### src/rtl/rtc_field_editor_pkg.sv
// Field map and per-field BCD limits for the RTC edit path, plus the
// small lookups the editor uses to classify and bound the selected field.
package rtc_edit_pkg;

    localparam logic [7:0] ADDR_MODE  = 8'h00;
    localparam logic [7:0] ADDR_SEC   = 8'h21;
    localparam logic [7:0] ADDR_MIN   = 8'h22;
    localparam logic [7:0] ADDR_HOUR  = 8'h23;
    localparam logic [7:0] ADDR_DATE  = 8'h24;
    localparam logic [7:0] ADDR_MONTH = 8'h25;
    localparam logic [7:0] ADDR_YEAR  = 8'h26;
    localparam logic [7:0] ADDR_DOW   = 8'h27;
    localparam logic [7:0] ADDR_WEEK  = 8'h28;

    localparam logic [7:0] MIN_MODE  = 8'h00;  localparam logic [7:0] MAX_MODE  = 8'h01;
    localparam logic [7:0] MIN_SEC   = 8'h00;  localparam logic [7:0] MAX_SEC   = 8'h59;
    localparam logic [7:0] MIN_MIN   = 8'h00;  localparam logic [7:0] MAX_MIN   = 8'h59;
    localparam logic [7:0] MIN_HOUR  = 8'h00;  localparam logic [7:0] MAX_HOUR  = 8'h23;
    localparam logic [7:0] MIN_DATE  = 8'h01;  localparam logic [7:0] MAX_DATE  = 8'h31;
    localparam logic [7:0] MIN_MONTH = 8'h01;  localparam logic [7:0] MAX_MONTH = 8'h12;
    localparam logic [7:0] MIN_YEAR  = 8'h00;  localparam logic [7:0] MAX_YEAR  = 8'h99;
    localparam logic [7:0] MIN_DOW   = 8'h01;  localparam logic [7:0] MAX_DOW   = 8'h07;
    localparam logic [7:0] MIN_WEEK  = 8'h01;  localparam logic [7:0] MAX_WEEK  = 8'h52;

    typedef enum logic [1:0] {
        ST_IDLE,
        ST_RD_REQ,
        ST_HOLD,
        ST_WR_REQ
    } state_e;

    function automatic logic is_edit_addr(input logic [7:0] addr);
        return (addr == ADDR_MODE) || ((addr >= ADDR_SEC) && (addr <= ADDR_WEEK));
    endfunction

    function automatic logic [7:0] field_min(input logic [7:0] addr);
        case (addr)
            ADDR_DATE:  return MIN_DATE;
            ADDR_MONTH: return MIN_MONTH;
            ADDR_DOW:   return MIN_DOW;
            ADDR_WEEK:  return MIN_WEEK;
            default:    return 8'h00;
        endcase
    endfunction

    function automatic logic [7:0] field_max(input logic [7:0] addr);
        case (addr)
            ADDR_MODE:  return MAX_MODE;
            ADDR_SEC:   return MAX_SEC;
            ADDR_MIN:   return MAX_MIN;
            ADDR_HOUR:  return MAX_HOUR;
            ADDR_DATE:  return MAX_DATE;
            ADDR_MONTH: return MAX_MONTH;
            ADDR_YEAR:  return MAX_YEAR;
            ADDR_DOW:   return MAX_DOW;
            ADDR_WEEK:  return MAX_WEEK;
            default:    return 8'h00;
        endcase
    endfunction

endpackage

### src/rtl/rtc_field_editor_if.sv
// Request/acknowledge register bus between the field editor (master) and the RTC (slave).
interface rtc_field_editor_if #(
    parameter int AW = 8
);
    logic          req;
    logic          we;
    logic [AW-1:0] req_addr;
    logic [AW-1:0] wdata;
    logic [AW-1:0] rdata;
    logic          ack;

    modport master (output req, we, req_addr, wdata, input rdata, ack);
    modport slave  (input req, we, req_addr, wdata, output rdata, ack);
endinterface

### src/rtl/rtc_field_editor_bcd_step.sv
// Combinational packed-BCD +/-1 with inclusive [min,max] wrap; illegal or
// out-of-range inputs snap to min (increment) or max (decrement).
module bcd_step (
    input  logic [7:0] val_i,
    input  logic [7:0] min_i,
    input  logic [7:0] max_i,
    input  logic       dir_i,
    output logic [7:0] next_o
);
    logic legal;

    assign legal = (val_i[7:4] <= 4'd9) && (val_i[3:0] <= 4'd9) &&
                   (val_i >= min_i) && (val_i <= max_i);

    always_comb begin
        next_o = min_i;
        if (!legal) begin
            next_o = dir_i ? min_i : max_i;
        end else if (dir_i) begin
            if (val_i == max_i)
                next_o = min_i;
            else if (val_i[3:0] == 4'd9)
                next_o = {val_i[7:4] + 4'd1, 4'd0};
            else
                next_o = {val_i[7:4], val_i[3:0] + 4'd1};
        end else begin
            if (val_i == min_i)
                next_o = max_i;
            else if (val_i[3:0] == 4'd0)
                next_o = {val_i[7:4] - 4'd1, 4'd9};
            else
                next_o = {val_i[7:4], val_i[3:0] - 4'd1};
        end
    end
endmodule

### src/rtl/rtc_field_editor.sv
// Reads the selected RTC field, applies BCD +/-1 on suma/resta edges,
// writes the result back and exposes the edited value to the display.
module rtc_field_editor
    import rtc_edit_pkg::*;
#(
    parameter int ACK_TIMEOUT = 64,
    parameter int AW          = 8
) (
    input  logic                clk,
    input  logic                reset,
    input  logic                escribe,
    input  logic [AW-1:0]       address,
    input  logic                suma,
    input  logic                resta,
    rtc_field_editor_if.master  bus,
    output logic [AW-1:0]       value,
    output logic                valid,
    output logic                err
);
    localparam int CNT_W = $clog2(ACK_TIMEOUT + 1);
    localparam logic [CNT_W-1:0] CNT_LAST = CNT_W'(ACK_TIMEOUT - 1);

    state_e          state_q, state_d;
    logic            req_q, req_d;
    logic            we_q, we_d;
    logic [AW-1:0]   req_addr_q, req_addr_d;
    logic [AW-1:0]   wdata_q, wdata_d;
    logic [AW-1:0]   value_q, value_d;
    logic            valid_q, valid_d;
    logic            err_q, err_d;
    logic [AW-1:0]   cur_addr_q, cur_addr_d;
    logic [CNT_W-1:0] cnt_q, cnt_d;
    logic            suma_q, resta_q, escribe_q;

    logic            suma_rise, resta_rise, esc_rise;
    logic [7:0]      step_min, step_max, step_val;

    assign suma_rise  = suma & ~suma_q;
    assign resta_rise = resta & ~resta_q;
    assign esc_rise   = escribe & ~escribe_q;
    assign step_min   = field_min(cur_addr_q);
    assign step_max   = field_max(cur_addr_q);

    bcd_step u_step (
        .val_i  (value_q),
        .min_i  (step_min),
        .max_i  (step_max),
        .dir_i  (suma_rise),
        .next_o (step_val)
    );

    always_comb begin
        state_d    = state_q;
        req_d      = req_q;
        we_d       = we_q;
        req_addr_d = req_addr_q;
        wdata_d    = wdata_q;
        value_d    = value_q;
        valid_d    = valid_q;
        cur_addr_d = cur_addr_q;
        cnt_d      = cnt_q;
        err_d      = esc_rise ? 1'b0 : err_q;

        case (state_q)
            ST_IDLE: begin
                if (escribe) begin
                    if (is_edit_addr(address)) begin
                        state_d    = ST_RD_REQ;
                        req_d      = 1'b1;
                        we_d       = 1'b0;
                        req_addr_d = address;
                        cnt_d      = '0;
                    end else begin
                        err_d = 1'b1;
                    end
                end
            end
            ST_RD_REQ: begin
                if (bus.ack) begin
                    req_d   = 1'b0;
                    value_d = bus.rdata;
                    // Latch the address actually read, so a mid-read field change triggers a re-read.
                    cur_addr_d = req_addr_q;
                    valid_d    = escribe;
                    state_d    = escribe ? ST_HOLD : ST_IDLE;
                end else if (cnt_q == CNT_LAST) begin
                    req_d   = 1'b0;
                    err_d   = 1'b1;
                    valid_d = 1'b0;
                    state_d = ST_IDLE;
                end else begin
                    cnt_d = cnt_q + CNT_W'(1);
                end
            end
            ST_HOLD: begin
                if (!escribe) begin
                    valid_d = 1'b0;
                    state_d = ST_IDLE;
                end else if (address != cur_addr_q) begin
                    valid_d = 1'b0;
                    if (is_edit_addr(address)) begin
                        state_d    = ST_RD_REQ;
                        req_d      = 1'b1;
                        we_d       = 1'b0;
                        req_addr_d = address;
                        cnt_d      = '0;
                    end else begin
                        err_d   = 1'b1;
                        state_d = ST_IDLE;
                    end
                end else if (suma_rise ^ resta_rise) begin
                    value_d    = step_val;
                    wdata_d    = step_val;
                    req_d      = 1'b1;
                    we_d       = 1'b1;
                    req_addr_d = cur_addr_q;
                    cnt_d      = '0;
                    state_d    = ST_WR_REQ;
                end
            end
            ST_WR_REQ: begin
                if (bus.ack) begin
                    req_d   = 1'b0;
                    valid_d = escribe;
                    state_d = escribe ? ST_HOLD : ST_IDLE;
                end else if (cnt_q == CNT_LAST) begin
                    req_d   = 1'b0;
                    err_d   = 1'b1;
                    valid_d = 1'b0;
                    state_d = ST_IDLE;
                end else begin
                    cnt_d = cnt_q + CNT_W'(1);
                end
            end
            default: state_d = ST_IDLE;
        endcase
    end

    always_ff @(posedge clk) begin
        if (reset) begin
            state_q    <= ST_IDLE;
            req_q      <= 1'b0;
            we_q       <= 1'b0;
            req_addr_q <= '0;
            wdata_q    <= '0;
            value_q    <= '0;
            valid_q    <= 1'b0;
            err_q      <= 1'b0;
            cur_addr_q <= '0;
            cnt_q      <= '0;
            suma_q     <= 1'b0;
            resta_q    <= 1'b0;
            escribe_q  <= 1'b0;
        end else begin
            state_q    <= state_d;
            req_q      <= req_d;
            we_q       <= we_d;
            req_addr_q <= req_addr_d;
            wdata_q    <= wdata_d;
            value_q    <= value_d;
            valid_q    <= valid_d;
            err_q      <= err_d;
            cur_addr_q <= cur_addr_d;
            cnt_q      <= cnt_d;
            suma_q     <= suma;
            resta_q    <= resta;
            escribe_q  <= escribe;
        end
    end

    assign bus.req      = req_q;
    assign bus.we       = we_q;
    assign bus.req_addr = req_addr_q;
    assign bus.wdata    = wdata_q;
    assign value        = value_q;
    assign valid        = valid_q;
    assign err          = err_q;

endmodule

### src/flat_wrapper.sv
// flat-port wrapper written by rule: the top's interface ports become plain ports
module rtc_field_editor_flat import rtc_edit_pkg::*;
#(
    parameter int ACK_TIMEOUT = 64,
    parameter int AW          = 8
)
  (clk, reset, escribe, address, suma, resta, value, valid, err, bus_req, bus_we, bus_req_addr, bus_wdata, bus_rdata, bus_ack);
  rtc_field_editor_if #(.AW(AW)) bus_i ();
  input  logic clk;
  input  logic reset;
  input  logic escribe;
  input  logic [AW-1:0] address;
  input  logic suma;
  input  logic resta;
  output logic [AW-1:0] value;
  output logic valid;
  output logic err;
  output wire logic [$bits(bus_i.req)-1:0] bus_req;
  output wire logic [$bits(bus_i.we)-1:0] bus_we;
  output wire logic [$bits(bus_i.req_addr)-1:0] bus_req_addr;
  output wire logic [$bits(bus_i.wdata)-1:0] bus_wdata;
  input wire logic [$bits(bus_i.rdata)-1:0] bus_rdata;
  input wire logic [$bits(bus_i.ack)-1:0] bus_ack;
  assign bus_req = bus_i.req;
  assign bus_we = bus_i.we;
  assign bus_req_addr = bus_i.req_addr;
  assign bus_wdata = bus_i.wdata;
  assign bus_i.rdata = bus_rdata;
  assign bus_i.ack = bus_ack;
  rtc_field_editor #(.ACK_TIMEOUT(ACK_TIMEOUT), .AW(AW)) u_core (.clk(clk), .reset(reset), .escribe(escribe), .address(address), .suma(suma), .resta(resta), .bus(bus_i), .value(value), .valid(valid), .err(err));
endmodule
### config.mk
export PLATFORM = sky130hd
export DESIGN_NAME = rtc_field_editor_flat
export DESIGN_NICKNAME = d
export VERILOG_FILES = /design/src/rtl/rtc_field_editor_pkg.sv /design/src/rtl/rtc_field_editor_if.sv /design/src/rtl/rtc_field_editor_bcd_step.sv /design/src/rtl/rtc_field_editor.sv /design/src/flat_wrapper.sv
export SDC_FILE = /design/constraint.sdc
export NUM_CORES = 1
export LEC_CHECK = 0
export BUFFER_PORTS_ARGS = -buffer_cell sky130_fd_sc_hd__buf_2
export CORE_MARGIN = 5
export CORE_UTILIZATION = 44
export DETAILED_ROUTE_END_ITERATION = 6
export PLACE_DENSITY = 0.76
export SETUP_SLACK_MARGIN = 0.02
export SYNTH_ARGS = -nofsm -noshare
export SYNTH_HDL_FRONTEND = slang
export SYNTH_HIERARCHICAL = 1
export SYNTH_SLANG_ARGS = --single-unit
### constraint.sdc
create_clock -name clk -period 8.6 [get_ports clk]
set_clock_uncertainty 0.15 [all_clocks]
set_input_delay 1.72 -clock clk [delete_from_list [all_inputs] [get_ports clk]]
set_output_delay 1.72 -clock clk [all_outputs]
set_load 0.02 [all_outputs]
==> reports/metrics.cfg <==
[critical_path]
critPathCaptureType = flop
r2r_start = u_core/cur_addr_q[0]
reg2reg_depth = 12
critPathArrivalTime_ns = 4.13
cp-start-kind = flop
ff2ff_setup_slack_ns = 4.52
cp_max_fo = 15
cp_slowest_cell = dfxtp_1
path_cells = inv_1 > or3_1 > a21oi_1 > inv_1 > ha_1 > nand4_1 > nor2_1 > mux2i_1 > a211o_1 > mux2i_1 > nand2_1 > a311oi_1
critical-path-max-stage-delay_ns = 0.70
r2r_end = u_core/value[0]
critPathKind = flop to flop
critPathRequiredTime_ns = 8.64

[grt]
grt_pass1_vias = 3323
use_met1 = 0.2624
grtUsageMet2 = 0.3109
busiest_layer = met2
antenna_found_initial = 0
grt_usage = 0.1905
grt_max_degree = 45
overflow = 0
gr-usage-met3 = 0.02571
grt_pass1_wl_mm = 15.79

[yosys]
avgSynthCellArea_um2 = 7.579
ys_seq_area_frac = 0.2709
synth_enable_flop_cells = 0
yosys.cell_types.count = 61
yosysWarnings = 6
synthCells = 468
netlist_top_cells_area = dfxtp_1, nand2_1, ha_1
ys_ff_latch = 48
syn-cell-area_um2 = 3547
yosysMostFrequentCell = nand2_1
async_flop_share = 0
synthTopCellsByCount = nand2_1, dfxtp_1, a21oi_1
synth_top_area_share = 0.2709
synth_ff_type = dfxtp_1
synth_top_cell_by_area = dfxtp_1

[hold_path]
min_from = u_core/cnt_q[6]
whs_endpoint = u_core/cnt_q[6]
holdPathStages = 2
hold_path.class = flop to flop

[sta]
tns_ns = 0
fmax_ghz = 0.2449
period_needed_ns = 4.083
holdWs_ns = 0.2761
slew_headroom = 0.1673
worst_slew_pin_slew_ns = 1.245
finalHoldViolations = 0
rsz0062_at_grt = false
setup_viol = 0
period_share = 0.4747
slew_viol_final = 0

[clock_network]
cts_setup_buffers = 0
ctsRootBufferMaster = clkbuf_8
htreeDepth = 2
cts.path.max_buffers = 2
cts_hold_buf = 0
insertion_delay_ns = 0.30
cts_sinks = 48
cts_tree = built
cts_resized = 0
cts_buffers = 5
path_clk_slew_ns = 0.09

[route]
post_drt_wl_per_cell_um = 15.47
first_pass_iters = 7
drt_iter0_drc = 323
vias_per_cell = 5.789
drc_errors = 0
vias = 3566
detail-route-antenna-nets = 0
wl_mm = 9.527

[floorplanning]
io_pins = 50
start_util = 0.4543
die-width_um = 99.79
die-area_um2 = 9957
rows = 32
coreArea_um2 = 7807
die_h_um = 99.79

[cells_and_area]
stdcell_area_um2 = 4015
num-nets-final = 555
fillers = 773
antenna_cells = 0
syn_to_final_growth_pct = 13.19
post_route_cells_drive_above_1_share = 0.1323
final_core_util = 0.5143

[placement]
io_buffer_count = 49
dp_hpwl_mm = 7.071
place.gp.congestion = 0.8628
placed_area_um2 = 3856

[power]
p_leak_nw = 1.675
irDropWorstVdd_v = 0.00006382
power_density_nw_per_um2 = 124.9

[status]
outcome = completed

[flow_run]
cap_violations = 0

==> kinds of logic after synthesis <==
group,after synthesis,share of synthesized area
adders and majority gates,20,0.07055
and+or+nand+nor,193,0.2607
AOI/OAI and AO/OA,121,0.2226
DFF,48,0.2709
muxes,15,0.06878
xor gates and xnor gates,17,0.04198
other,1,0.001057
buffers and inverters,53,0.06349
==> worst max-delay path by stage <==
| stage | startpoint | end | slack (ns) | depth (start not counted) |
|---|---|---|---|---|
| global route | u_core/cur_addr_q[0] | u_core/value[0] | 4.29 | 12 |
| floorplan | suma | u_core/value[2] | 5.10 | 6 |
| CTS | u_core/cur_addr_q[0] | u_core/value[0] | 4.57 | 12 |
| detailed placement | address[3] | u_core/value[0] | 4.40 | 6 |
| global placement | address[3] | u_core/value[2] | 4.51 | 6 |
| finish | u_core/cur_addr_q[0] | u_core/value[0] | 4.52 | 12 |
==> report_power, final <==
part / switching, mW / total (mW) / internal [mW]
clock network: 0.0780 / 0.223 / 0.145
logic: 0.0311 / 0.0514 / 0.0203
registers: 0.00252 / 0.227 / 0.224
==> worst max-delay path: cells and delay by family, from the launching register on <==
| family | cells | cell delay [ns] |
|---|---|---|
| AND/OR/NAND/NOR | 4 | 1.17 |
| adder cells (fa/ha/maj) | 1 | 0.32 |
| buffers and inverters | 2 | 0.26 |
| flip-flops | 1 | 0.70 |
| AO/OA/AOI/OAI | 3 | 0.96 |
| multiplexers | 2 | 0.40 |
==> placed cells by master (no fill, tap or decap), types with 2 or more instances in the layout <==
| cell type | instances |
|---|---|
| a211o_1 | 2 |
| a21boi_0 | 2 |
| a21oi_1 | 43 |
| a221oi_1 | 2 |
| a22oi_1 | 2 |
| a311oi_1 | 17 |
| a31oi_1 | 4 |
| a41oi_1 | 2 |
| and2_1 | 2 |
| and3_1 | 5 |
| and4_1 | 2 |
| buf_2 | 49 |
| bufinv_16 | 3 |
| clkbuf_8 | 5 |
| conb_1 | 18 |
| dfxtp_1 | 48 |
| ha_1 | 20 |
| inv_1 | 24 |
| mux2i_1 | 9 |
| mux4_1 | 5 |
| nand2_1 | 78 |
| nand2b_1 | 8 |
| nand3_1 | 16 |
| nand4_1 | 4 |
| nor2_1 | 35 |
| nor2b_1 | 8 |
| nor3_1 | 21 |
| nor4_1 | 2 |
| o211ai_1 | 3 |
| o21a_1 | 5 |
| o21ai_0 | 23 |
| o221ai_1 | 2 |
| or3_1 | 2 |
| xnor2_1 | 2 |
| xor2_1 | 15 |
==> through the flow <==
step,worst slack (ns),instances,power (mW)
2_1_floorplan,5.100,485,0.2668
3_3_place_gp,4.512,608,0.2809
3_5_place_dp,4.396,608,0.2820
4_1_cts,4.566,616,0.5048
5_1_grt,4.286,616,0.5205
6_report,4.517,616,0.5014
==> state kept, by name, indices dropped and copies added, names as in the netlist <==
register / cells
u_core/state_q: 2
u_core/value: 8
u_core/valid: 1
u_core/escribe_q: 1
u_core/err: 1
u_core/resta_q: 1
u_core/bus.we: 1
u_core/bus.wdata: 8
u_core/cur_addr_q: 8
u_core/suma_q: 1
u_core/bus.req_addr: 8
u_core/cnt_q: 7
u_core/bus.req: 1
==> layer usage <==
| layer | up-vias | wire length (um) |
|---|---|---|
| met4 | 0 | 138 |
| met3 | 18 | 612 |
| li1 | 1757 | - |
| met5 | - | 0 |
| met1 | 1655 | 4316 |
| met2 | 136 | 4459 |
==> final cells by class <==
cell class                      count  area (um2)  area share
Clock buffer                        5       68.82     0.01714
Inverter                           24       90.09     0.02244
Clock inverter                      3       90.09     0.02244
Tap cell                          102       127.6     0.03179
Multi-Input combinational cell    384        2425      0.6039
Sequential cell                    48       960.9      0.2393
Timing Repair Buffer               50       252.7     0.06295
No activity file was read; power rests on OpenSTA's default activity.
